File: src/rtl/accumulate_term_sequencer_if.sv
// accumulate_term_sequencer_if
//   Groups the term stream (valid/ready with data and add/sub tag) and the
//   FP adder/subtractor control bus used by accumulate_term_sequencer.
//
//   master : the sequencer side. It accepts terms, drives the adder operands
//            and controls, and receives the adder result.
//   slave  : the environment side. It supplies terms and hosts the adder.
//
//   Signals:
//     term_valid, term_data[31:0], term_sub : incoming term, sub=1 subtracts it
//     term_ready                            : sequencer accepts the term this cycle
//     adder_A/adder_B[31:0], adder_op       : adder operands, op 0=add 1=sub
//     adder_ce, adder_start                 : adder enable and start
//     adder_result[31:0], adder_finish      : adder outputs
interface accumulate_term_sequencer_if;
  logic        term_valid;
  logic [31:0] term_data;
  logic        term_sub;
  logic        term_ready;
  logic [31:0] adder_A;
  logic [31:0] adder_B;
  logic        adder_op;
  logic        adder_ce;
  logic        adder_start;
  logic [31:0] adder_result;
  logic        adder_finish;

  modport master (
    input  term_valid, term_data, term_sub, adder_result, adder_finish,
    output term_ready, adder_A, adder_B, adder_op, adder_ce, adder_start
  );

  modport slave (
    output term_valid, term_data, term_sub, adder_result, adder_finish,
    input  term_ready, adder_A, adder_B, adder_op, adder_ce, adder_start
  );
endinterface

File: src/rtl/accumulate_term_sequencer.sv
// accumulate_term_sequencer
//   Serial reduction controller in front of a start-controlled FP adder/subtractor.
//   Accepts N_TERMS single-precision terms, each tagged add or subtract, feeds
//   every adder result back as the next A operand and publishes the final sum
//   with a one-cycle sum_valid pulse.
//
//   Parameters:
//     N_TERMS : terms per reduction (1..255)
//     ADD_LAT : cycles from stable operands to a valid adder_result
//     CNT_W   : counter width, must hold max(N_TERMS, ADD_LAT)
//
//   Ports:
//     clk       : rising-edge clock
//     rst       : asynchronous active-low reset
//     clear     : synchronous abort, drops any partial sum
//     bus       : term stream and adder bus (master modport)
//     sum       : last completed reduction, held until the next one
//     sum_valid : one-cycle pulse when sum updates
//     busy      : high in any state other than idle
//
//   Build option:
//     ZERO_SKIP_EN : when defined, +/-0 terms after the first one only advance
//                    the term count and never occupy the adder.
module accumulate_term_sequencer #(
  parameter int unsigned N_TERMS = 8,
  parameter int unsigned ADD_LAT = 4,
  parameter int unsigned CNT_W   = 8
) (
  input  logic                               clk,
  input  logic                               rst,
  input  logic                               clear,
  accumulate_term_sequencer_if.master        bus,
  output logic [31:0]                        sum,
  output logic                               sum_valid,
  output logic                               busy
);

  typedef enum logic [2:0] {
    StIdle,
    StWaitFirst,
    StWaitTerm,
    StIssue,
    StWaitAdd,
    StDone
  } state_e;

  localparam logic [CNT_W-1:0] NTermsCnt = CNT_W'(N_TERMS);
  localparam logic [CNT_W-1:0] LatLast   = CNT_W'(ADD_LAT - 1);
  localparam logic [CNT_W-1:0] CntOne    = CNT_W'(1);

  state_e           state_q, state_d;
  logic [31:0]      acc_q, acc_d;
  logic [31:0]      opa_q, opa_d;
  logic [31:0]      opb_q, opb_d;
  logic             op_q, op_d;
  logic [CNT_W-1:0] term_cnt_q, term_cnt_d;
  logic [CNT_W-1:0] lat_cnt_q, lat_cnt_d;
  logic [31:0]      sum_q, sum_d;
  logic             sum_valid_q, sum_valid_d;

  logic             term_ready;
  logic             accept;
  logic             skip_zero;
  logic [CNT_W-1:0] term_cnt_inc;
  logic             in_add;

  // Completion is timed by lat_cnt; finish only tracks start and cannot mark
  // the end of an individual operation.
  logic unused_finish;
  assign unused_finish = bus.adder_finish;

`ifdef ZERO_SKIP_EN
  assign skip_zero = (bus.term_data[30:0] == 31'd0);
`else
  assign skip_zero = 1'b0;
`endif

  assign term_ready   = ((state_q == StWaitFirst) || (state_q == StWaitTerm)) && !clear;
  assign accept       = bus.term_valid && term_ready;
  assign term_cnt_inc = term_cnt_q + CntOne;
  assign in_add       = (state_q == StIssue) || (state_q == StWaitAdd);

  always_comb begin
    state_d     = state_q;
    acc_d       = acc_q;
    opa_d       = opa_q;
    opb_d       = opb_q;
    op_d        = op_q;
    term_cnt_d  = term_cnt_q;
    lat_cnt_d   = lat_cnt_q;
    sum_d       = sum_q;
    sum_valid_d = 1'b0;

    unique case (state_q)
      StIdle: begin
        state_d = StWaitFirst;
      end

      StWaitFirst: begin
        if (accept) begin
          // First term seeds the accumulator directly; only its sign may flip.
          acc_d      = {bus.term_data[31] ^ bus.term_sub, bus.term_data[30:0]};
          term_cnt_d = CntOne;
          state_d    = (N_TERMS == 1) ? StDone : StWaitTerm;
        end
      end

      StWaitTerm: begin
        if (accept) begin
          term_cnt_d = term_cnt_inc;
          if (skip_zero) begin
            state_d = (term_cnt_inc == NTermsCnt) ? StDone : StWaitTerm;
          end else begin
            opa_d   = acc_q;
            opb_d   = bus.term_data;
            op_d    = bus.term_sub;
            state_d = StIssue;
          end
        end
      end

      StIssue: begin
        lat_cnt_d = '0;
        state_d   = StWaitAdd;
      end

      StWaitAdd: begin
        lat_cnt_d = lat_cnt_q + CntOne;
        if (lat_cnt_q == LatLast) begin
          acc_d   = bus.adder_result;
          state_d = (term_cnt_q == NTermsCnt) ? StDone : StWaitTerm;
        end
      end

      StDone: begin
        sum_d       = acc_q;
        sum_valid_d = 1'b1;
        term_cnt_d  = '0;
        state_d     = StIdle;
      end

      default: begin
        state_d = StIdle;
      end
    endcase

    // Abort wins over everything, but a reduction finishing this very cycle
    // has already been published above.
    if (clear) begin
      state_d    = StIdle;
      acc_d      = '0;
      term_cnt_d = '0;
    end
  end

  always_ff @(posedge clk or negedge rst) begin
    if (!rst) begin
      state_q     <= StIdle;
      acc_q       <= '0;
      opa_q       <= '0;
      opb_q       <= '0;
      op_q        <= 1'b0;
      term_cnt_q  <= '0;
      lat_cnt_q   <= '0;
      sum_q       <= '0;
      sum_valid_q <= 1'b0;
    end else begin
      state_q     <= state_d;
      acc_q       <= acc_d;
      opa_q       <= opa_d;
      opb_q       <= opb_d;
      op_q        <= op_d;
      term_cnt_q  <= term_cnt_d;
      lat_cnt_q   <= lat_cnt_d;
      sum_q       <= sum_d;
      sum_valid_q <= sum_valid_d;
    end
  end

  assign bus.term_ready  = term_ready;
  assign bus.adder_A     = opa_q;
  assign bus.adder_B     = opb_q;
  assign bus.adder_op    = op_q;
  assign bus.adder_ce    = in_add;
  assign bus.adder_start = in_add;

  assign sum       = sum_q;
  assign sum_valid = sum_valid_q;
  assign busy      = (state_q != StIdle);

endmodule

File: src/flat_wrapper.sv
// flat-port wrapper written by rule: the top's interface ports become plain ports
module accumulate_term_sequencer_flat 
#(
  parameter int unsigned N_TERMS = 8,
  parameter int unsigned ADD_LAT = 4,
  parameter int unsigned CNT_W   = 8
)
  (clk, rst, clear, sum, sum_valid, busy, bus_term_valid, bus_term_data, bus_term_sub, bus_adder_result, bus_adder_finish, bus_term_ready, bus_adder_A, bus_adder_B, bus_adder_op, bus_adder_ce, bus_adder_start);
  accumulate_term_sequencer_if bus_i ();
  input  logic clk;
  input  logic rst;
  input  logic clear;
  output logic [31:0] sum;
  output logic sum_valid;
  output logic busy;
  input wire logic [$bits(bus_i.term_valid)-1:0] bus_term_valid;
  input wire logic [$bits(bus_i.term_data)-1:0] bus_term_data;
  input wire logic [$bits(bus_i.term_sub)-1:0] bus_term_sub;
  input wire logic [$bits(bus_i.adder_result)-1:0] bus_adder_result;
  input wire logic [$bits(bus_i.adder_finish)-1:0] bus_adder_finish;
  output wire logic [$bits(bus_i.term_ready)-1:0] bus_term_ready;
  output wire logic [$bits(bus_i.adder_A)-1:0] bus_adder_A;
  output wire logic [$bits(bus_i.adder_B)-1:0] bus_adder_B;
  output wire logic [$bits(bus_i.adder_op)-1:0] bus_adder_op;
  output wire logic [$bits(bus_i.adder_ce)-1:0] bus_adder_ce;
  output wire logic [$bits(bus_i.adder_start)-1:0] bus_adder_start;
  assign bus_i.term_valid = bus_term_valid;
  assign bus_i.term_data = bus_term_data;
  assign bus_i.term_sub = bus_term_sub;
  assign bus_i.adder_result = bus_adder_result;
  assign bus_i.adder_finish = bus_adder_finish;
  assign bus_term_ready = bus_i.term_ready;
  assign bus_adder_A = bus_i.adder_A;
  assign bus_adder_B = bus_i.adder_B;
  assign bus_adder_op = bus_i.adder_op;
  assign bus_adder_ce = bus_i.adder_ce;
  assign bus_adder_start = bus_i.adder_start;
  accumulate_term_sequencer #(.N_TERMS(N_TERMS), .ADD_LAT(ADD_LAT), .CNT_W(CNT_W)) u_core (.clk(clk), .rst(rst), .clear(clear), .bus(bus_i), .sum(sum), .sum_valid(sum_valid), .busy(busy));
endmodule
File: config.mk
export PLATFORM = sky130hd
export DESIGN_NAME = accumulate_term_sequencer_flat
export DESIGN_NICKNAME = d
export VERILOG_FILES = /design/src/rtl/accumulate_term_sequencer_if.sv /design/src/rtl/accumulate_term_sequencer.sv /design/src/flat_wrapper.sv
export SDC_FILE = /design/constraint.sdc
export NUM_CORES = 1
export LEC_CHECK = 0
export BUFFER_PORTS_ARGS = -buffer_cell sky130_fd_sc_hd__buf_2
export CORE_MARGIN = 2
export CORE_UTILIZATION = 40
export CTS_BUF_LIST = sky130_fd_sc_hd__clkbuf_2
export CTS_CLUSTER_DIAMETER = 40
export CTS_CLUSTER_SIZE = 28
export DETAILED_ROUTE_END_ITERATION = 16
export PLACE_DENSITY = 0.65
export SYNTH_ARGS = -nofsm -noshare
export SYNTH_HDL_FRONTEND = slang
export SYNTH_SLANG_ARGS = --single-unit
File: constraint.sdc
create_clock -name clk -period 5.3 [get_ports clk]
set_input_delay 0.265 -clock clk [delete_from_list [all_inputs] [get_ports clk]]
set_output_delay 0.265 -clock clk [all_outputs]
set_load 0.03 [all_outputs]
* Yosys cells after proc, flatten, opt, wreduce, memory -nomap -nowiden
Index checks and enable logic that the tools add are counted.
** Word-level totals
- Logic and storage cells :: 52
- Register bits :: 149
** Cells by class
- Equality and inequality tests :: 10
- Add/sub/neg operators :: 2
- Reductions and logical operators :: 14
- Bitwise operators :: 1
- Multiplexer cells :: 16
** Operators by type and width (count)
- $mux 32 :: 3
- $pmux 32 s2 :: 1
- $mux 8 :: 3
- $pmux 8 s3 :: 1
- $add 8x1->8 const B :: 2
- $pmux 8 s2 :: 1
- $mux 3 :: 5
- $pmux 3 s5 :: 1
- $reduce_and 3->1 :: 3
- $eq 8x2->1 const B :: 1
- $eq 8x4->1 const B :: 1
- $eq 3x2->1 const B :: 2
- $eq 3x3->1 const B :: 2
- $ne 3x2->1 const B :: 2
- $reduce_bool 3->1 :: 2
- $reduce_bool 4->1 :: 1
- $eq 3x1->1 const B :: 1
- $logic_not 3->1 :: 1
- $ne 3x3->1 const B :: 1
- $logic_and 1x1->1 :: 2
- $logic_or 1x1->1 :: 2
- $reduce_and 2->1 :: 1
- $reduce_bool 2->1 :: 1
- $logic_not 1->1 :: 1
- 2 further kinds :: 2

* Logic depth before layout (Yosys ltp)
Gate-level depths: netlist of run 1.
- Depth after elaboration :: 7
- Gate-level depth with buffers :: 7
- Depth with buffers taken out :: 6

* Worst setup path before layout of run 1
OpenSTA, ideal clock, no wires.
- Path type :: reg2out
- Start point :: reg u_core.state_q[0]
- End point :: out bus_adder_start
- Data required time :: 5.035 ns
- Path slack :: 3.260 ns
- Stages on the path, launching flop included :: 7
- Arrival :: 1.775 ns
- Cells stage by stage :: dfrtp_1 > buf_6 > or3b_2 > buf_2 > buf_2 > nand2_1 > buf_4
** Between the ends
- Word-level cells in the longest chain between the ends :: 2
- Elaborated cells between the ends (all ways) :: 3
** Ends and longest elaborated chain
- start: declaration :: line accumulate_term_sequencer.sv:51 : state_e state_q, state_d;
- start signal: assignment :: line accumulate_term_sequencer.sv:158 : state_q <= StIdle;
- start signal: assignment :: line accumulate_term_sequencer.sv:168 : state_q <= state_d;
- $eq 3x2->1 / $eq 3x3->1 (equally long branches) :: line accumulate_term_sequencer.sv:81 : assign in_add = (state_q == StIssue) || (state_q == StWaitAdd);
- $logic_or 1x1->1 * :: line accumulate_term_sequencer.sv:81
- end: declaration :: line flat_wrapper.sv:26 : output wire logic [$bits(bus_i.adder_start)-1:0] bus_adder_start;
Mark *: on every way between the ends. The rest lies on a longest branch, timed or not.

* Worst setup path in the final report of run 1
- Start point :: reg u_core.state_q[2]
- End point :: out bus_adder_start
The elaborated chain is that of the path after synthesis.

==> parameters.txt, run 1 <==
Parameter                              Value

Outcome
  Result of the run    finished, final reports clean

Setup path
  Required time at the endpoint of the critical path    between 5 and 6 ns
  Endpoint arrival time on the critical path    roughly 2.7 ns
  Startpoint type of the worst setup path    flop
  Depth of the worst register-to-register path    4
  Startpoint of the lowest-slack register-to-register path    u_core.state_q[1]
  Worst Path Max Fanout    38
  Sort of element at the end of the critical path    output pin
  Critical path start-end classification    flop to output pin
  R2r setup slk    2.41 ns
  End of the worst register-to-register path    u_core.term_cnt_q[7]

Floorplan
  Starting density of the core    0.410
  Die width    approximately 130 um
  Core Footprint    approximately 16,000 um2
  IO Count    between 150 and 200
  Chip height    132 um
  Placement Rows    46
  Die Area    around 17,000 um2

Clock network
  Deepest level of the CTS H-tree    4
  CTS root buffer    sky130_fd_sc_hd__clkbuf_2
  Post-CTS sizing    0
  Clock edge transition at the registers on the reported setup and hold paths    about 0.19 ns
  Clock tree from TritonCTS    built
  Total clock sinks    between 100 and 150
  Count of buffers added by post-CTS timing repair for setup    0
  Clock buffer count from CTS    17
  Insertion delay of the later-clocked pin in the worst-skew pair    just under 0.7 ns
  Longest Clk Path Bufs    2

Detailed routing
  DRT Wirelength    about 17,000 um
  Count of antenna-violating nets left after detailed routing    0
  Vias after detailed routing    5,102
  Post-DR wirelength/cell    roughly 17 um
  Number of vias per cell after detailed routing    4.95
  Starting DRT DRC Count    between 200 and 300
  Number of search-and-repair iterations in the first detailed-routing pass    5
  Residual DRC count    0

Min path
  Worst Hold Class    input port to flop
  Beginning of the worst hold path    bus_adder_result[31]
  Endpoint with the worst hold slack    u_core.acc_q[31]
  Hold-critical path depth    4

Timing
  Hold Fails Final Rpt    0
  Worst-Margin Slew    1.11 ns
  Share of the cycle needed by the critical path after routing    0.553
  Peak clock frequency supported by timing    about 340 MHz
  Setup tns final    0 ns
  Max Clock Skew    approximately 0.029 ns
  Max-Slew Margin vs Limit    0.261
  Crit path time final    just under 3 ns
  Number of pins with negative max-slew slack in the final report    0
  Worst Hold Margin    0.105 ns
  Setup repair after global routing missed its margin    false
  Number of setup violations in the final report    0

Cells and area
  Layout overhead on the synthesized area    28.8%
  Most frequent standard cell in the layout excluding fill and tap cells    sky130_fd_sc_hd__nand2_1
  Core utilization of the finished layout    0.528
  Share of final-layout standard cells stronger than drive strength 1    0.345
  Number of nets in the final layout    between 800 and 900
  Commonest cells after routing, fill and taps aside    sky130_fd_sc_hd__nand2_1, sky130_fd_sc_hd__buf_2, sky130_fd_sc_hd__dfrtp_1
  Post-route insts no fill    1,031

Power
  Power density normalized to cell area    about 450 nW/um2
  Worst IR Drop VDD    between 200 and 250 uV
  Leakage power    4.51 nW

Logic synthesis
  Ys flop type    sky130_fd_sc_hd__dfrtp_1
  Share of synthesized area occupied by flip-flops and latches    0.573
  Synth Warn #    0
  Fraction of post-synthesis cell area in the top cell type by area    0.573
  Nets in the synthesized netlist    between 600 and 700
  Post-Syn Instances    roughly 580
  Syn Std Cell Area    6510 um2
  Async set-reset flop share out of synthesis    1.00
  Post-synthesis register bit count    between 100 and 150
  Average size of a mapped cell    11.3 um2
  Top post-synthesis cells by area    sky130_fd_sc_hd__dfrtp_1, sky130_fd_sc_hd__nand2_1, sky130_fd_sc_hd__mux2_2, sky130_fd_sc_hd__mux2_1, sky130_fd_sc_hd__mux2_4
  Count of distinct cell types in the synthesized netlist    between 40 and 50
  Synth area leader    sky130_fd_sc_hd__dfrtp_1
  Post-synth EDFFs    0

GRT
  Remaining Overflow, GRT    0
  Overall Global Routing Usage    0.205
  Maximum number of pins on one net before global-route repair    97
  Number of global-route vias before repair    approximately 5,400
  First-pass GRT wire length    between 20,000 and 30,000 um
  Antenna violations before repair    1

Placement
  Detailed placement HPWL    ~11,000 um
  Routability cong.    between 0.8 and 0.9
  Cells after DPL    approximately 930
  Quantity of I/O buffers inserted on ports    170

Run
  Max_cap viols    0
-- metrics by stage --
| step | total power, mW | setup WS, ns | area (um2) |
|---|---|---|---|
| floorplan | 2.67 | 3.26 | 6510 |
| global placement | 3.11 | 2.31 | 7500 |
| detailed placement | 3.16 | 2.22 | 7500 |
| CTS | 3.83 | 2.29 | 8390 |
| global route | 4.01 | 2.09 | 8390 |
| finish | 3.79 | 2.37 | 8390 |
-- metal layers --
layer | routed length (um) | global-route usage | vias up | share of wire
li1 | - | - | 2403 | -
met1 | 7460 | 0.253 | 2506 | 0.44
met2 | 8330 | 0.349 | 178 | 0.49
met3 | 1030 | 0.0621 | 15 | 0.061
met4 | 241 | 0.0574 | 0 | 0.014
met5 | 0 | 0 | - | 0
-- power by group --
part	total (mW)	switching, mW	internal (mW)
clock	0.625	0.409	0.216
sequential	1.67	0.202	1.47
combinational	1.50	0.962	0.537
total	3.79	1.57	2.22
-- synth_stat cells, drive strengths merged (2+ instances only) --
library cell,instances
mux2,97
o31a,2
nand4,4
nor2b,3
or3,2
or2,3
nand3,14
dfrtp,149
buf,22
ha,3
a21oi,34
inv,3
a211oi,2
o21ai,5
a311o,2
nor2,6
nand2,176
and3,3
mux2i,5
nor3,4
nand3b,3
nand4b,2
clkbuf,11
a22o,2
nor3b,2
nand2b,3
-- worst max-delay path, stage by stage, from the launching register on --
cell	delay [ns]
sky130_fd_sc_hd__dfrtp_1	0.64
sky130_fd_sc_hd__or3b_2	0.87
sky130_fd_sc_hd__nand2_1	0.25
sky130_fd_sc_hd__buf_2	0.23
-- repair_timing --
item | CTS | global route
hold endpoints to repair | 163 | 0
hold buffers | 66 | 0
endpoints found under the setup margin | 0 | 0
-- flip-flops by register name, indices dropped and copies added, names as in the netlist --
register,cells
u_core.term_cnt_q,8
u_core.state_q,3
u_core.bus.adder_B,32
u_core.bus.adder_A,32
u_core.sum_valid,1
u_core.bus.adder_op,1
u_core.acc_q,32
u_core.lat_cnt_q,8
u_core.sum,32
-- cells by family (layout without fill, tap and decap cells) --
kind of cell / after synthesis / count (layout) / share of synthesized area
buffers and inverters: 36 / 274 / 0.0288
other: 0 / 1 / 0
AND/OR/NAND/NOR: 232 / 232 / 0.157
XOR/XNOR: 1 / 1 / 0.00135
AO/OA/AOI/OAI: 53 / 53 / 0.0478
multiplexers: 102 / 102 / 0.187
flip-flops: 149 / 149 / 0.573
adder cells (fa/ha/maj): 3 / 3 / 0.00576
-- final cells by class --
type                       instances  area, um2
sequential                       149       3730
fill                            1419       7500
antenna                            1       2.50
timing repair buffer             239       1540
clock buffer                      19       95.1
multi-input combinational        391       2610
clock inverter                    13        134
tap                              216        270
inverter                           3       11.3
-- worst max path at each step --
stage                            to         startpoint
6_report            bus_adder_start  u_core.state_q[2]
5_1_grt             bus_adder_start  u_core.state_q[2]
4_1_cts                bus_adder_ce  u_core.state_q[2]
3_5_place_dp   u_core.term_cnt_q[7]              clear
3_3_place_gp   u_core.term_cnt_q[7]              clear
2_1_floorplan       bus_adder_start  u_core.state_q[0]
Power figures use the tool's default switching activity.
==> run 2: changes to the inputs <==
--- a/config.mk
+++ b/config.mk
@@ -5,6 +5,7 @@
 export SDC_FILE = /design/constraint.sdc
 export NUM_CORES = 1
 export LEC_CHECK = 0
+export ABC_AREA = 1
 export BUFFER_PORTS_ARGS = -buffer_cell sky130_fd_sc_hd__buf_2
 export CORE_MARGIN = 2
 export CORE_UTILIZATION = 40
==> constraint.sdc (replaced) <==
create_clock -name clk -period 2.7 [get_ports clk]
set_input_delay 0.135 -clock clk [delete_from_list [all_inputs] [get_ports clk]]
set_output_delay 0.135 -clock clk [all_outputs]
set_load 0.03 [all_outputs]
==> parameters.txt, run 2 <==
Parameter                              Value

Min path
  Worst Hold Class    input port to flop

Logic synthesis
  Synth Warn #    0
  Most frequent cells after synthesis    sky130_fd_sc_hd__nand2_1, sky130_fd_sc_hd__dfrtp_1, sky130_fd_sc_hd__o21ai_0, sky130_fd_sc_hd__inv_1, sky130_fd_sc_hd__nand3_1
  Average size of a mapped cell    ~8.6 um2
  Count of distinct cell types in the synthesized netlist    29
  Post-Syn Instances    760
  Synth area leader    sky130_fd_sc_hd__dfrtp_1
  Top post-synthesis cells by area    sky130_fd_sc_hd__dfrtp_1, sky130_fd_sc_hd__nand2_1, sky130_fd_sc_hd__o21ai_0, sky130_fd_sc_hd__inv_1, sky130_fd_sc_hd__nand3_1
  Post-synthesis register bit count    around 150
  Syn Std Cell Area    6520 um2
  Nets in the synthesized netlist    833
  Share of synthesized area occupied by flip-flops and latches    0.572
  Most frequently used cell type in the post-synthesis netlist    sky130_fd_sc_hd__nand2_1
  Ys flop type    sky130_fd_sc_hd__dfrtp_1
  Async set-reset flop share out of synthesis    1.00
  Fraction of post-synthesis cell area in the top cell type by area    0.572
  Post-synth EDFFs    0

Detailed routing
  Residual DRC count    0
  DRT Wirelength    17,300 um
  Starting DRT DRC Count    348
  Count of antenna-violating nets left after detailed routing    0
  Vias after detailed routing    about 5,800
  Post-DR wirelength/cell    13.9 um
  Number of vias per cell after detailed routing    about 4.7
  Number of search-and-repair iterations in the first detailed-routing pass    5

Clock network
  Insertion delay of the later-clocked pin in the worst-skew pair    approximately 0.71 ns
  Cts hold-fix bufs    91
  Clock buffer count from CTS    17
  Total clock sinks    about 150
  Longest Clk Path Bufs    2
  Deepest level of the CTS H-tree    4
  CTS root buffer    sky130_fd_sc_hd__clkbuf_2
  Count of buffers added by post-CTS timing repair for setup    0
  Post-CTS sizing    0
  Clock edge transition at the registers on the reported setup and hold paths    0.22 ns
  Clock tree from TritonCTS    built

GRT
  Antenna violations before repair    0
  First-pass GRT wire length    between 20,000 and 30,000 um
  Maximum number of pins on one net before global-route repair    between 100 and 150
  Overall Global Routing Usage    0.206
  Number of global-route vias before repair    5,657
  Remaining Overflow, GRT    0

Power
  Power density normalized to cell area    1020 nW/um2
  Worst IR Drop VDD    about 500 uV
  Power, Total    8.80 mW
  Leakage power    approximately 4.6 nW

Floorplan
  Placement Rows    46
  Chip height    about 130 um
  Die Area    about 17,000 um2
  IO Count    about 170
  Starting density of the core    0.410
  Core Footprint    between 15,000 and 20,000 um2
  Die width    132 um

Setup path
  Stages on worst setup path    7
  Sort of element at the end of the critical path    flop
  Endpoint arrival time on the critical path    roughly 3.1 ns
  R2r setup slk    between 0.2 and 0.3 ns
  Startpoint type of the worst setup path    flop
  Category of cells accounting for the largest share of critical-path delay    buffers and inverters
  Depth of the worst register-to-register path    7
  Required time at the endpoint of the critical path    approximately 3.4 ns
  Crit-path slowest cell    sky130_fd_sc_hd__dlygate4sd3_1
  Startpoint of the lowest-slack register-to-register path    u_core.state_q[0]
  Worst setup path end    u_core.bus.adder_B[31]
  End of the worst register-to-register path    u_core.bus.adder_B[31]
  Critical path start-end classification    flop to flop
  Buffer and inverter count on the worst path    2
  Origin of the worst setup path    u_core.state_q[0]
  Worst Path Max Fanout    9
  Maximum single-stage delay on the critical path    0.59 ns
  Library cell appearing most often on the critical path    sky130_fd_sc_hd__dlygate4sd3_1
  Cell-by-cell listing of the critical path    nor2_2 > nand2_2 > nor2_4 > nand3_1 > dlygate4sd3_1 > nand2_1 > dlygate4sd3_1

Timing
  Max Clock Skew    about 0.025 ns
  Worst Hold Margin    around 0.21 ns
  Number of setup violations in the final report    0
  Hold Fails Final Rpt    0
  Peak clock frequency supported by timing    roughly 420 MHz
  Number of pins with negative max-slew slack in the final report    0
  Worst-Margin Slew    0.577 ns
  Share of the cycle needed by the critical path after routing    0.889
  Setup repair after global routing missed its margin    false
  Crit path time final    2.40 ns
  Setup tns final    0 ns
  Max-Slew Margin vs Limit    0.616
  Worst setup margin    0.299 ns

Cells and area
  Post-route insts no fill    between 1,000 and 1,500
  Number of nets in the final layout    1,082
  Most frequent standard cell in the layout excluding fill and tap cells    sky130_fd_sc_hd__nand2_1
  Number of diodes    0
  Post-route standard cell area excluding fillers    a little under 9000 um2
  Layout overhead on the synthesized area    32.6%
  Share of final-layout standard cells stronger than drive strength 1    0.220
  Commonest cells after routing, fill and taps aside    sky130_fd_sc_hd__nand2_1, sky130_fd_sc_hd__buf_2, sky130_fd_sc_hd__dfrtp_1
  Core utilization of the finished layout    0.544

Placement
  Routability cong.    ~0.86
  Placement-stage cell area    ~7500 um2
  Cells after DPL    about 1,100
  Quantity of I/O buffers inserted on ports    170
  Post-Place Setup Slack    0.696 ns
  Detailed placement HPWL    10,400 um

Outcome
  Result of the run    finished, final reports clean

Run
  Max_cap viols    0
[run 2: cell count changes after synthesis, moves of 7 or more]
cell	previous run	this run
sky130_fd_sc_hd__nand2_1	175	234
sky130_fd_sc_hd__o21ai_0	4	99
sky130_fd_sc_hd__a21oi_1	34	7
sky130_fd_sc_hd__nand3_1	14	50
sky130_fd_sc_hd__buf_4	1	8
sky130_fd_sc_hd__mux2_1	29	0
sky130_fd_sc_hd__mux2_4	20	0
sky130_fd_sc_hd__o21ai_1	1	40
sky130_fd_sc_hd__mux2_2	48	0
sky130_fd_sc_hd__nor2_1	6	21
sky130_fd_sc_hd__inv_1	2	89
[run 2: final cells by class]
| cell class | count | area (um2) |
|---|---|---|
| Clock buffer | 19 | 95.1 |
| Clock inverter | 13 | 133 |
| Fill cell | 1434 | 7240 |
| Inverter | 90 | 338 |
| Multi-Input combinational cell | 483 | 2220 |
| Sequential cell | 149 | 3730 |
| Tap cell | 216 | 270 |
| Timing Repair Buffer | 268 | 1860 |
[run 2: worst register-to-register path, stage by stage, from the launching register on]
cell and delay, ns:
sky130_fd_sc_hd__dfrtp_1 0.51, sky130_fd_sc_hd__nor2_2 0.18, sky130_fd_sc_hd__nand2_2 0.09, sky130_fd_sc_hd__nor2_4 0.23
sky130_fd_sc_hd__nand3_1 0.15, sky130_fd_sc_hd__dlygate4sd3_1 0.59, sky130_fd_sc_hd__nand2_1 0.07, sky130_fd_sc_hd__dlygate4sd3_1 0.55
[run 2: cells by family after synthesis]
family,share of synthesized area
fa+ha+maj,0.00576
simple gates,0.211
compound gates,0.118
buf+inv,0.0892
flops,0.572
xor+xnor,0.00403
[run 2: where the power goes]
part	total, mW	switching (mW)	internal, mW
sequential	3.60	0.493	3.11
combinational	3.96	2.72	1.25
clock	1.24	0.812	0.426
total	8.80	4.02	4.78
[run 2: how the worst min path moves through the flow]
stage                           startpoint                    end  slack [ns]  depth (start not counted)
after floorplan                        rst        u_core.acc_q[0]       -0.16                          0
after global placement                 rst          u_core.sum[0]        0.20                          1
after detailed placement               rst  u_core.bus.adder_A[2]        0.20                          1
after CTS                 bus_term_data[7]  u_core.bus.adder_B[7]        0.13                          4
after global routing      bus_term_data[7]  u_core.bus.adder_B[7]        0.15                          4
final                     bus_term_data[7]  u_core.bus.adder_B[7]        0.21                          4
[run 2: layer usage]
metal	track usage	part of all wire
met5	0	0
met4	0.0707	0.020
met3	0.0436	0.053
met2	0.330	0.47
met1	0.278	0.46
==> run 3: changes to the inputs <==
--- a/config.mk
+++ b/config.mk
@@ -13,7 +13,9 @@
 export CTS_CLUSTER_DIAMETER = 40
 export CTS_CLUSTER_SIZE = 28
 export DETAILED_ROUTE_END_ITERATION = 16
+export MAX_ROUTING_LAYER = met4
 export PLACE_DENSITY = 0.65
+export RECOVER_POWER = 50
 export SYNTH_ARGS = -nofsm -noshare
 export SYNTH_HDL_FRONTEND = slang
 export SYNTH_SLANG_ARGS = --single-unit
==> parameters.txt, run 3 (synthesis results as in run 2) <==
Parameter                              Value

Detailed routing
  Residual DRC count    0
  Number of vias per cell after detailed routing    4.72
  Count of antenna-violating nets left after detailed routing    0
  DRT Wirelength    17,300 um
  Post-DR wirelength/cell    about 14 um
  Number of search-and-repair iterations in the first detailed-routing pass    5
  Starting DRT DRC Count    339
  Vias after detailed routing    roughly 6,000

Setup path
  Stages on worst setup path    7
  Maximum single-stage delay on the critical path    between 0.5 and 0.6 ns
  Depth of the worst register-to-register path    7
  Critical path start-end classification    flop to flop
  Category of cells accounting for the largest share of critical-path delay    buffers and inverters
  Library cell appearing most often on the critical path    sky130_fd_sc_hd__dlygate4sd3_1
  Worst Path Max Fanout    9
  Required time at the endpoint of the critical path    between 3 and 4 ns
  Buffer and inverter count on the worst path    2
  Endpoint arrival time on the critical path    approximately 3.1 ns
  Crit-path slowest cell    sky130_fd_sc_hd__dlygate4sd3_1
  Startpoint of the lowest-slack register-to-register path    u_core.state_q[0]
  End of the worst register-to-register path    u_core.bus.adder_B[31]
  Startpoint type of the worst setup path    flop
  R2r setup slk    around 0.33 ns
  Sort of element at the end of the critical path    flop
  Cell-by-cell listing of the critical path    nor2_2 > nand2_2 > nor2_4 > nand3_1 > dlygate4sd3_1 > nand2_1 > dlygate4sd3_1

Power
  Power density normalized to cell area    1020 nW/um2
  Leakage power    between 4 and 5 nW
  Power, Total    just under 9 mW
  Worst IR Drop VDD    511 uV

Placement
  Post-Place Setup Slack    just under 0.7 ns
  Quantity of I/O buffers inserted on ports    between 150 and 200
  Detailed placement HPWL    10,400 um
  Routability cong.    approximately 0.9
  Placement-stage cell area    ~7500 um2

GRT
  Remaining Overflow, GRT    0
  First-pass GRT wire length    between 20,000 and 30,000 um
  Antenna violations before repair    0
  Overall Global Routing Usage    0.211
  Number of global-route vias before repair    ~5,600
  Maximum number of pins on one net before global-route repair    between 100 and 150

Cells and area
  Commonest cells after routing, fill and taps aside    sky130_fd_sc_hd__nand2_1, sky130_fd_sc_hd__dfrtp_1, sky130_fd_sc_hd__buf_2
  Sequential cell area in the final layout    between 3000 and 4000 um2
  Count of fill cells added during filler insertion    1,456
  Share of final-layout standard cells stronger than drive strength 1    0.178
  Number of nets in the final layout    around 1,100
  Number of diodes    0
  Most frequent standard cell in the layout excluding fill and tap cells    sky130_fd_sc_hd__nand2_1
  Post-route standard cell area excluding fillers    about 8500 um2
  Area taken by multi-input logic gates    2200 um2
  Layout overhead on the synthesized area    30.9%

Timing
  Max-Slew Margin vs Limit    -0.155
  Number of pins with negative max-slew slack in the final report    73
  Peak clock frequency supported by timing    around 420 MHz
  Number of setup violations in the final report    0
  Max Clock Skew    ~0.025 ns
  Worst Hold Margin    a little over 0.2 ns
  Hold Fails Final Rpt    0
  Share of the cycle needed by the critical path after routing    0.877
  Worst-Margin Slew    1.73 ns
  Setup tns final    0 ns
  Worst setup margin    between 0.3 and 0.4 ns
  Setup repair after global routing missed its margin    false
  Crit path time final    between 2 and 2.5 ns

Clock network
  Count of buffers added by post-CTS timing repair for setup    0
  Insertion delay of the later-clocked pin in the worst-skew pair    around 0.7 ns
  Clock buffer count from CTS    17
  Clock tree from TritonCTS    built
  Deepest level of the CTS H-tree    4
  Longest Clk Path Bufs    2
  CTS root buffer    sky130_fd_sc_hd__clkbuf_2
  Total clock sinks    roughly 150
  Clock edge transition at the registers on the reported setup and hold paths    about 0.22 ns

Floorplan
  Chip height    132 um
  Die width    between 100 and 150 um
  Placement Rows    46
  Starting density of the core    0.410
  IO Count    roughly 170
  Core Footprint    ~16,000 um2
  Die Area    roughly 17,000 um2

Run
  Max_cap viols    1

Min path
  Hold-critical path depth    4
  Beginning of the worst hold path    bus_term_data[5]
  Endpoint with the worst hold slack    u_core.bus.adder_B[5]
  Worst Hold Class    input port to flop

Outcome
  Violated checks    capacitance limit, slew limit
  Result of the run    complete, but fails checks
-- run 3: cell types whose count changed in the layout (fill, tap and decap cells not counted), sizes merged --
cell | before | now
clkbuf | 19 | 62
buf | 178 | 135
-- run 3: final cells by class --
type,count,share of cell area
inverter,90,0.0396
timing repair buffer,268,0.207
sequential,149,0.437
tap,216,0.0317
multi-input combinational,483,0.258
clock inverter,13,0.0155
clock buffer,19,0.0111
-- run 3: worst max-delay path by stage --
stage               slack [ns]                     end              start
detailed placement        0.70        u_core.acc_q[21]  u_core.state_q[0]
global route              0.11  u_core.bus.adder_A[15]                rst
global placement          0.74        u_core.acc_q[24]  u_core.state_q[0]
finish                    0.33  u_core.bus.adder_B[31]  u_core.state_q[0]
floorplan                 1.25  u_core.bus.adder_B[17]  u_core.state_q[0]
CTS                       0.36  u_core.bus.adder_B[31]  u_core.state_q[0]
-- run 3: per-stage QoR --
step,util,instances
2_1_floorplan,-,760
3_3_place_gp,0.472,1115
4_1_cts,0.544,1238
6_report,0.537,1238
3_5_place_dp,0.472,1115
5_1_grt,0.537,1238
-- run 3: per-layer routing --
layer	track usage	routed length, um
met5	-	0
met4	0.0719	373
met1	0.276	7760
met2	0.330	8200
met3	0.0436	944
-- run 3: repair_timing --
item,CTS,global route
resized for setup,0,0
hold buffers,91,0
endpoints found under the hold margin,249,0
-- run 3: worst reg2reg max path, cell delays in order, from the launching register on --
cell and delay (ns):
sky130_fd_sc_hd__dfrtp_1 0.50, sky130_fd_sc_hd__nor2_2 0.17, sky130_fd_sc_hd__nand2_2 0.09, sky130_fd_sc_hd__nor2_4 0.23, sky130_fd_sc_hd__nand3_1 0.15, sky130_fd_sc_hd__dlygate4sd3_1 0.58, sky130_fd_sc_hd__nand2_1 0.07, sky130_fd_sc_hd__dlygate4sd3_1 0.55
-- run 3: power breakdown --
group	switching (mW)	total, mW	internal [mW]
Clock	0.813	1.24	0.426
Combinational	2.71	3.87	1.17
Sequential	0.496	3.60	3.11
